$ cat src/rtl/axi_lite_cmd_pkg.sv
// axi_lite_cmd_pkg: shared state encoding, response codes and command record for the AXI-Lite command player.
package axi_lite_cmd_pkg;
  typedef enum logic [2:0] {IDLE, WR_REQ, WR_RESP, RD_REQ, RD_RESP, RSP} state_e;
  localparam logic [1:0] RESP_OKAY   = 2'b00;
  localparam logic [1:0] RESP_SLVERR = 2'b10;
  // Widest supported bus; the player keeps only its own ADDR_W/DATA_W low bits meaningful.
  localparam int CMD_ADDR_W = 64;
  localparam int CMD_DATA_W = 64;
  typedef struct packed {
    logic                  write;
    logic [CMD_ADDR_W-1:0] addr;
    logic [CMD_DATA_W-1:0] data;
  } cmd_t;
  function automatic logic is_busy(input state_e s);
    return s inside {WR_REQ, WR_RESP, RD_REQ, RD_RESP};
  endfunction
endpackage

$ cat src/rtl/axi_lite_cmd_timer.sv
// axi_lite_cmd_timer: saturating handshake-stall counter; expired marks the LIMIT-th enabled cycle (LIMIT=0 never expires).
module axi_lite_cmd_timer #(
  parameter int LIMIT = 1024
) (
  input  logic clk,
  input  logic rst,
  input  logic clr,
  input  logic en,
  output logic expired
);
  localparam int W = LIMIT < 2 ? 1 : $clog2(LIMIT + 1);
  localparam logic [W-1:0] MAX  = W'(LIMIT);
  localparam logic [W-1:0] LAST = W'(LIMIT == 0 ? 0 : LIMIT - 1);
  logic [W-1:0] count_q, count_d;
  always_comb begin
    count_d = clr ? '0 : (en && count_q != MAX) ? count_q + 1'b1 : count_q;
    expired = (LIMIT != 0) && en && count_q >= LAST;
  end
  always_ff @(posedge clk or posedge rst)
    if (rst) count_q <= '0;
    else     count_q <= count_d;
endmodule

$ cat src/rtl/axi_lite_cmd_player.sv
// axi_lite_cmd_player: replays write / read-check commands as single AXI-Lite transactions with per-command result.
// Define CMD_PLAYER_STATS_EN to add saturating completed/error command counters.
import axi_lite_cmd_pkg::*;
module axi_lite_cmd_player #(
  parameter int ADDR_W         = 32,
  parameter int DATA_W         = 32,
  parameter int TIMEOUT_CYCLES = 1024
) (
  input  logic                clk,
  input  logic                rst,
  input  logic                cmd_valid,
  output logic                cmd_ready,
  input  logic                cmd_write,
  input  logic [ADDR_W-1:0]   cmd_addr,
  input  logic [DATA_W-1:0]   cmd_data,
  output logic                rsp_valid,
  input  logic                rsp_ready,
  output logic [DATA_W-1:0]   rsp_data,
  output logic [1:0]          rsp_resp,
  output logic                rsp_mismatch,
  output logic                rsp_timeout,
  output logic [ADDR_W-1:0]   aw_addr,
  output logic                aw_valid,
  input  logic                aw_ready,
  output logic [DATA_W-1:0]   w_data,
  output logic [DATA_W/8-1:0] w_strb,
  output logic                w_valid,
  input  logic                w_ready,
  input  logic [1:0]          b_resp,
  input  logic                b_valid,
  output logic                b_ready,
  output logic [ADDR_W-1:0]   ar_addr,
  output logic                ar_valid,
  input  logic                ar_ready,
  input  logic [DATA_W-1:0]   r_data,
  input  logic [1:0]          r_resp,
  input  logic                r_valid,
  output logic                r_ready
`ifdef CMD_PLAYER_STATS_EN
  ,
  output logic [15:0]         stat_cmd_count,
  output logic [15:0]         stat_err_count
`endif
);
  state_e state_q, state_d;
  cmd_t cmd_q, cmd_d;
  logic aw_done_q, aw_done_d, w_done_q, w_done_d;
  logic [DATA_W-1:0] rsp_data_q, rsp_data_d;
  logic [1:0] rsp_resp_q, rsp_resp_d;
  logic rsp_mismatch_q, rsp_mismatch_d, rsp_timeout_q, rsp_timeout_d;
  logic live_q, tmr_expired, tmo_fire, cmd_unused;
  axi_lite_cmd_timer #(.LIMIT(TIMEOUT_CYCLES)) u_timer (
    .clk(clk), .rst(rst), .clr(state_q == IDLE), .en(is_busy(state_q)), .expired(tmr_expired)
  );
  // live_q keeps cmd_ready low while reset is asserted and for the first cycle after
  always_ff @(posedge clk or posedge rst)
    if (rst) begin
      state_q        <= IDLE;
      cmd_q          <= '0;
      aw_done_q      <= 1'b0;
      w_done_q       <= 1'b0;
      rsp_data_q     <= '0;
      rsp_resp_q     <= RESP_OKAY;
      rsp_mismatch_q <= 1'b0;
      rsp_timeout_q  <= 1'b0;
      live_q         <= 1'b0;
    end else begin
      state_q        <= state_d;
      cmd_q          <= cmd_d;
      aw_done_q      <= aw_done_d;
      w_done_q       <= w_done_d;
      rsp_data_q     <= rsp_data_d;
      rsp_resp_q     <= rsp_resp_d;
      rsp_mismatch_q <= rsp_mismatch_d;
      rsp_timeout_q  <= rsp_timeout_d;
      live_q         <= 1'b1;
    end
  always_comb begin
    state_d        = state_q;
    cmd_d          = cmd_q;
    aw_done_d      = aw_done_q | (aw_valid & aw_ready);
    w_done_d       = w_done_q | (w_valid & w_ready);
    rsp_data_d     = rsp_data_q;
    rsp_resp_d     = rsp_resp_q;
    rsp_mismatch_d = rsp_mismatch_q;
    rsp_timeout_d  = rsp_timeout_q;
    tmo_fire       = 1'b0;
    case (state_q)
      IDLE: if (cmd_ready && cmd_valid) begin
        cmd_d     = '{write: cmd_write, addr: CMD_ADDR_W'(cmd_addr), data: CMD_DATA_W'(cmd_data)};
        aw_done_d = 1'b0;
        w_done_d  = 1'b0;
        state_d   = cmd_write ? WR_REQ : RD_REQ;
      end
      WR_REQ: if (aw_done_d && w_done_d) state_d = WR_RESP;
              else tmo_fire = tmr_expired;
      WR_RESP: if (b_valid) begin
        state_d        = RSP;
        rsp_data_d     = '0;
        rsp_resp_d     = b_resp;
        rsp_mismatch_d = 1'b0;
        rsp_timeout_d  = 1'b0;
      end else tmo_fire = tmr_expired;
      RD_REQ: if (ar_ready) state_d = RD_RESP;
              else tmo_fire = tmr_expired;
      RD_RESP: if (r_valid) begin
        state_d        = RSP;
        rsp_data_d     = r_data;
        rsp_resp_d     = r_resp;
        rsp_mismatch_d = r_data != cmd_q.data[DATA_W-1:0];
        rsp_timeout_d  = 1'b0;
      end else tmo_fire = tmr_expired;
      RSP: if (rsp_ready) state_d = IDLE;
      default: state_d = IDLE;
    endcase
    if (tmo_fire) begin
      state_d        = RSP;
      rsp_data_d     = '0;
      rsp_resp_d     = RESP_SLVERR;
      rsp_mismatch_d = 1'b0;
      rsp_timeout_d  = 1'b1;
    end
  end
  always_comb begin
    cmd_ready    = live_q && state_q == IDLE;
    aw_valid     = state_q == WR_REQ && !aw_done_q;
    w_valid      = state_q == WR_REQ && !w_done_q;
    b_ready      = state_q == WR_RESP;
    ar_valid     = state_q == RD_REQ;
    r_ready      = state_q == RD_RESP;
    rsp_valid    = state_q == RSP;
    aw_addr      = cmd_q.addr[ADDR_W-1:0];
    ar_addr      = cmd_q.addr[ADDR_W-1:0];
    w_data       = cmd_q.data[DATA_W-1:0];
    w_strb       = '1;
    rsp_data     = rsp_data_q;
    rsp_resp     = rsp_resp_q;
    rsp_mismatch = rsp_mismatch_q;
    rsp_timeout  = rsp_timeout_q;
    cmd_unused   = cmd_q.write | (|(cmd_q.addr >> ADDR_W)) | (|(cmd_q.data >> DATA_W));
  end
`ifdef CMD_PLAYER_STATS_EN
  logic [15:0] stat_cmd_q, stat_cmd_d, stat_err_q, stat_err_d;
  logic rsp_hs, rsp_err;
  always_comb begin
    rsp_hs         = rsp_valid && rsp_ready;
    rsp_err        = rsp_mismatch_q || rsp_timeout_q || rsp_resp_q != RESP_OKAY;
    stat_cmd_d     = (rsp_hs && stat_cmd_q != 16'hFFFF) ? stat_cmd_q + 16'd1 : stat_cmd_q;
    stat_err_d     = (rsp_hs && rsp_err && stat_err_q != 16'hFFFF) ? stat_err_q + 16'd1 : stat_err_q;
    stat_cmd_count = stat_cmd_q;
    stat_err_count = stat_err_q;
  end
  always_ff @(posedge clk or posedge rst)
    if (rst) begin
      stat_cmd_q <= '0;
      stat_err_q <= '0;
    end else begin
      stat_cmd_q <= stat_cmd_d;
      stat_err_q <= stat_err_d;
    end
`endif
endmodule

$ cat config.mk
export PLATFORM = sky130hd
export DESIGN_NAME = axi_lite_cmd_player
export DESIGN_NICKNAME = d
export VERILOG_FILES = /design/src/rtl/axi_lite_cmd_pkg.sv /design/src/rtl/axi_lite_cmd_timer.sv /design/src/rtl/axi_lite_cmd_player.sv
export SDC_FILE = /design/constraint.sdc
export NUM_CORES = 1
export LEC_CHECK = 0
export ABC_AREA = 1
export CAP_MARGIN = 10
export CORE_AREA = 2 2 110 112
export DETAILED_ROUTE_END_ITERATION = 6
export DIE_AREA = 0 0 112 114
export DONT_BUFFER_PORTS = 1
export GPL_TIMING_DRIVEN = 0
export PLACE_DENSITY = 0.65
export SETUP_SLACK_MARGIN = 0.2
export SYNTH_ARGS = -nofsm -noshare
export SYNTH_HDL_FRONTEND = slang
export SYNTH_SLANG_ARGS = --single-unit
$ cat constraint.sdc
create_clock -name clk -period 7.36 [get_ports clk]
set_input_delay 0.736 -clock clk [delete_from_list [all_inputs] [get_ports clk]]
set_output_delay 0.736 -clock clk [all_outputs]
set_load 0.02 [all_outputs]
==> impl_metrics.tcl <==
set metrics [dict create \
    status "completed" \
    cts_buffers 17 \
    p_per_area_mw_per_mm2 509 \
    dp_worst_setup_slack_ns 5.32 \
    syn_inst 689 \
    grt_pass1_vias 4328 \
    max_stage_delay_ns 0.44 \
    clock_sinks 117 \
    initial_core_util 0.486 \
    pin_count 253 \
    hold_class "in2async" \
    grt_max_degree 68 \
    power_mw 3.31 \
    synth_edf_count 0 \
    die-area_mm2 0.0128 \
    crit_type "reg2out" \
    maxCapViolCount 0 \
    setup_viol 0 \
    maxSlewHeadroom 0.572 \
    synth_area_mm2 0.00569 \
    num_vias 4492 \
    clock_latency_ns 0.41 \
    route.detailed.drc 0 \
    finalCriticalPeriod_ns 2.49 \
    die_x_um 112 \
    drive_above_1_share 0.161 \
    path_cells "nor2_2 > nand2_1 > buf_2 > nor2_1" \
    place_area_mm2 0.00592 \
    cp_max_fo 10 \
    track_usage 0.227 \
    hpwl_um 10900 \
    rsz0062_at_grt "no" \
    worst_pin_slew_ns 0.637 \
    finalInstanceArea_mm2 0.00651 \
    h-tree-depth 4 \
    n_antenna_cell 0 \
    seq_area_frac_synth 0.514 \
    ant_nets 0 \
    hold_ws_ns 0.228 \
    cts_root_buffer "clkbuf_16" \
    overflow 0 \
    yosysMostFrequentCell "nand2_1" \
    numPortBuffers 0 \
    postCtsSetupBuffers 0 \
    postCtsHoldBufs 0 \
    yosysWarnings 0 \
    tritoncts "built" \
    p_leak_nw 3.43 \
    period_share 0.338 \
    place_inst 841 \
    wire_per_inst_um 16.6 \
    end_kind "primary output" \
    timing.final.ws_setup_ns 4.87 \
    core_area_mm2 0.0117 \
    drt_iter0_markers 303 \
    avgViaCountPerCell 5.15 \
    netlist_top_cells_area "dfrtp_1 51%, nand2_1 18%, buf_4 4.9%" \
    clock_skew_ns 0.0102 \
    instances_no_fill 872 \
    gp_congestion 0.828 \
    syn_area_per_cell_um2 8.26 \
    post_cts_resized 0 \
    fp-row-count 40 \
    wl_um 14500 \
    ir_drop_mv 0.276 \
    finalHoldViolations 0 \
    area_growth_pct 14.4 \
    ys.flop_type "dfrtp_1" \
    detail_route.first_pass.iterations 4 \
    final_core_util 0.556 \
    antenna_found_initial 0 \
    cp.required_ns 6.62 \
    yosysTopAreaCell "dfrtp_1" \
    cp-start-kind "register" \
    synthArstFlopShare 1.00 \
    tns_ns 0 \
    grt_first_pass_wirelength_um 22300 \
    die_h_um 114 \
    fmax_ghz 0.402 \
    synth-seq-cells 117 \
    layout.nets 825 \
    crit_slowest_cell "dfrtp_1" \
    clk_pin_slew_ns 0.05 \
    synth_top_area_share 0.514 \
    ys_types 32 \
    arrival_ns 1.75 \
    synth_common_cells "274 x nand2_1, 117 x dfrtp_1, 53 x nor2_1" \
    clockBufferDepth 2 \
    slew_viol_final 0 \
]
worst paths after layout:
check                                                    start                              to  slack [ns]  cells past startpoint
worst min register to register  u_timer.count_q[9]$_DFFE_PP0P_  u_timer.count_q[9]$_DFFE_PP0P_        0.55                      2
max in group asynchronous                                  rst         ar_addr[25]$_DFFE_PP0P_        6.46                      2
worst max register to register          state_q[0]$_DFFE_PP0P_         rsp_data[4]$_DFFE_PP0P_        5.42                      8
worst max-delay path                    state_q[0]$_DFFE_PP0P_                       cmd_ready        4.87                      4
min in group clk                                   cmd_addr[8]          ar_addr[8]$_DFFE_PP0P_        0.44                      2
worst min-delay path                                       rst         rsp_data[2]$_DFFE_PP0P_        0.23                      1
sequential cells by signal, indices dropped and copies added, names as in the netlist:
| signal | cells |
|---|---|
| ar_addr | 32 |
| rsp_data | 32 |
| w_data | 32 |
| u_timer.count_q | 11 |
| state_q | 3 |
| rsp_resp | 2 |
| aw_done_q | 1 |
| live_q | 1 |
| rsp_mismatch | 1 |
| rsp_timeout | 1 |
| w_done_q | 1 |
cell families after synthesis:
logic type               after synthesis  share of synthesized area
XOR/XNOR                              27                     0.0415
flip-flops                           117                      0.514
AO/OA/AOI/OAI                         58                     0.0675
other                                  1                   0.000659
buffers and inverters                110                      0.106
adder cells (fa/ha/maj)                2                    0.00440
AND/OR/NAND/NOR                      374                      0.265
critical path: cells and delay by family, from the launching register on:
family / cells / cell delay (ns)
simple gates: 3 / 0.68
buf+inv: 1 / 0.23
flops: 1 / 0.44
area by class of cell:
type,instances,area [um^2]
multi-input combinational,466,2170
inverter,49,191
sequential,117,2930
tap,147,184
timing repair buffer,1,27.5
clock buffer,23,488
clock inverter,8,98.8
buffer,61,418
fill,1106,5200
report_power, final:
group	total [mW]	switching (mW)	internal, mW
clock network	0.806	0.276	0.530
registers	1.51	0.597	0.916
logic	0.993	0.613	0.380
total	3.31	1.49	1.83
cells in the final DEF, fill, tap and decap left out, drive strengths merged:
cell      Yosys  routed
nand2       280     280
dfrtp       117     117
nor2         67      67
buf          59      60
inv          49      49
a22oi        32      32
clkbuf        2      25
xnor2        24      24
o21ai        17      17
nand3        16      16
nor3          7       7
a21oi         5       5
conb          1       5
o31ai         4       4
clkinv        0       4
xor2          3       3
ha            2       2
bufinv        0       2
clkinvlp      0       2
nand3b        1       1
nor3b         1       1
nand4         1       1
nor4          1       1
metal layers:
metal	routed length (um)	GRT usage	share of wire	vias to the layer above
met4	308	0.0919	0.021	0
met3	1450	0.0845	0.10	23
met2	7100	0.379	0.49	221
met5	0	0	0	-
met1	5620	0.267	0.39	2096
li1	-	-	-	2152
(Power assumes the default switching activity.)
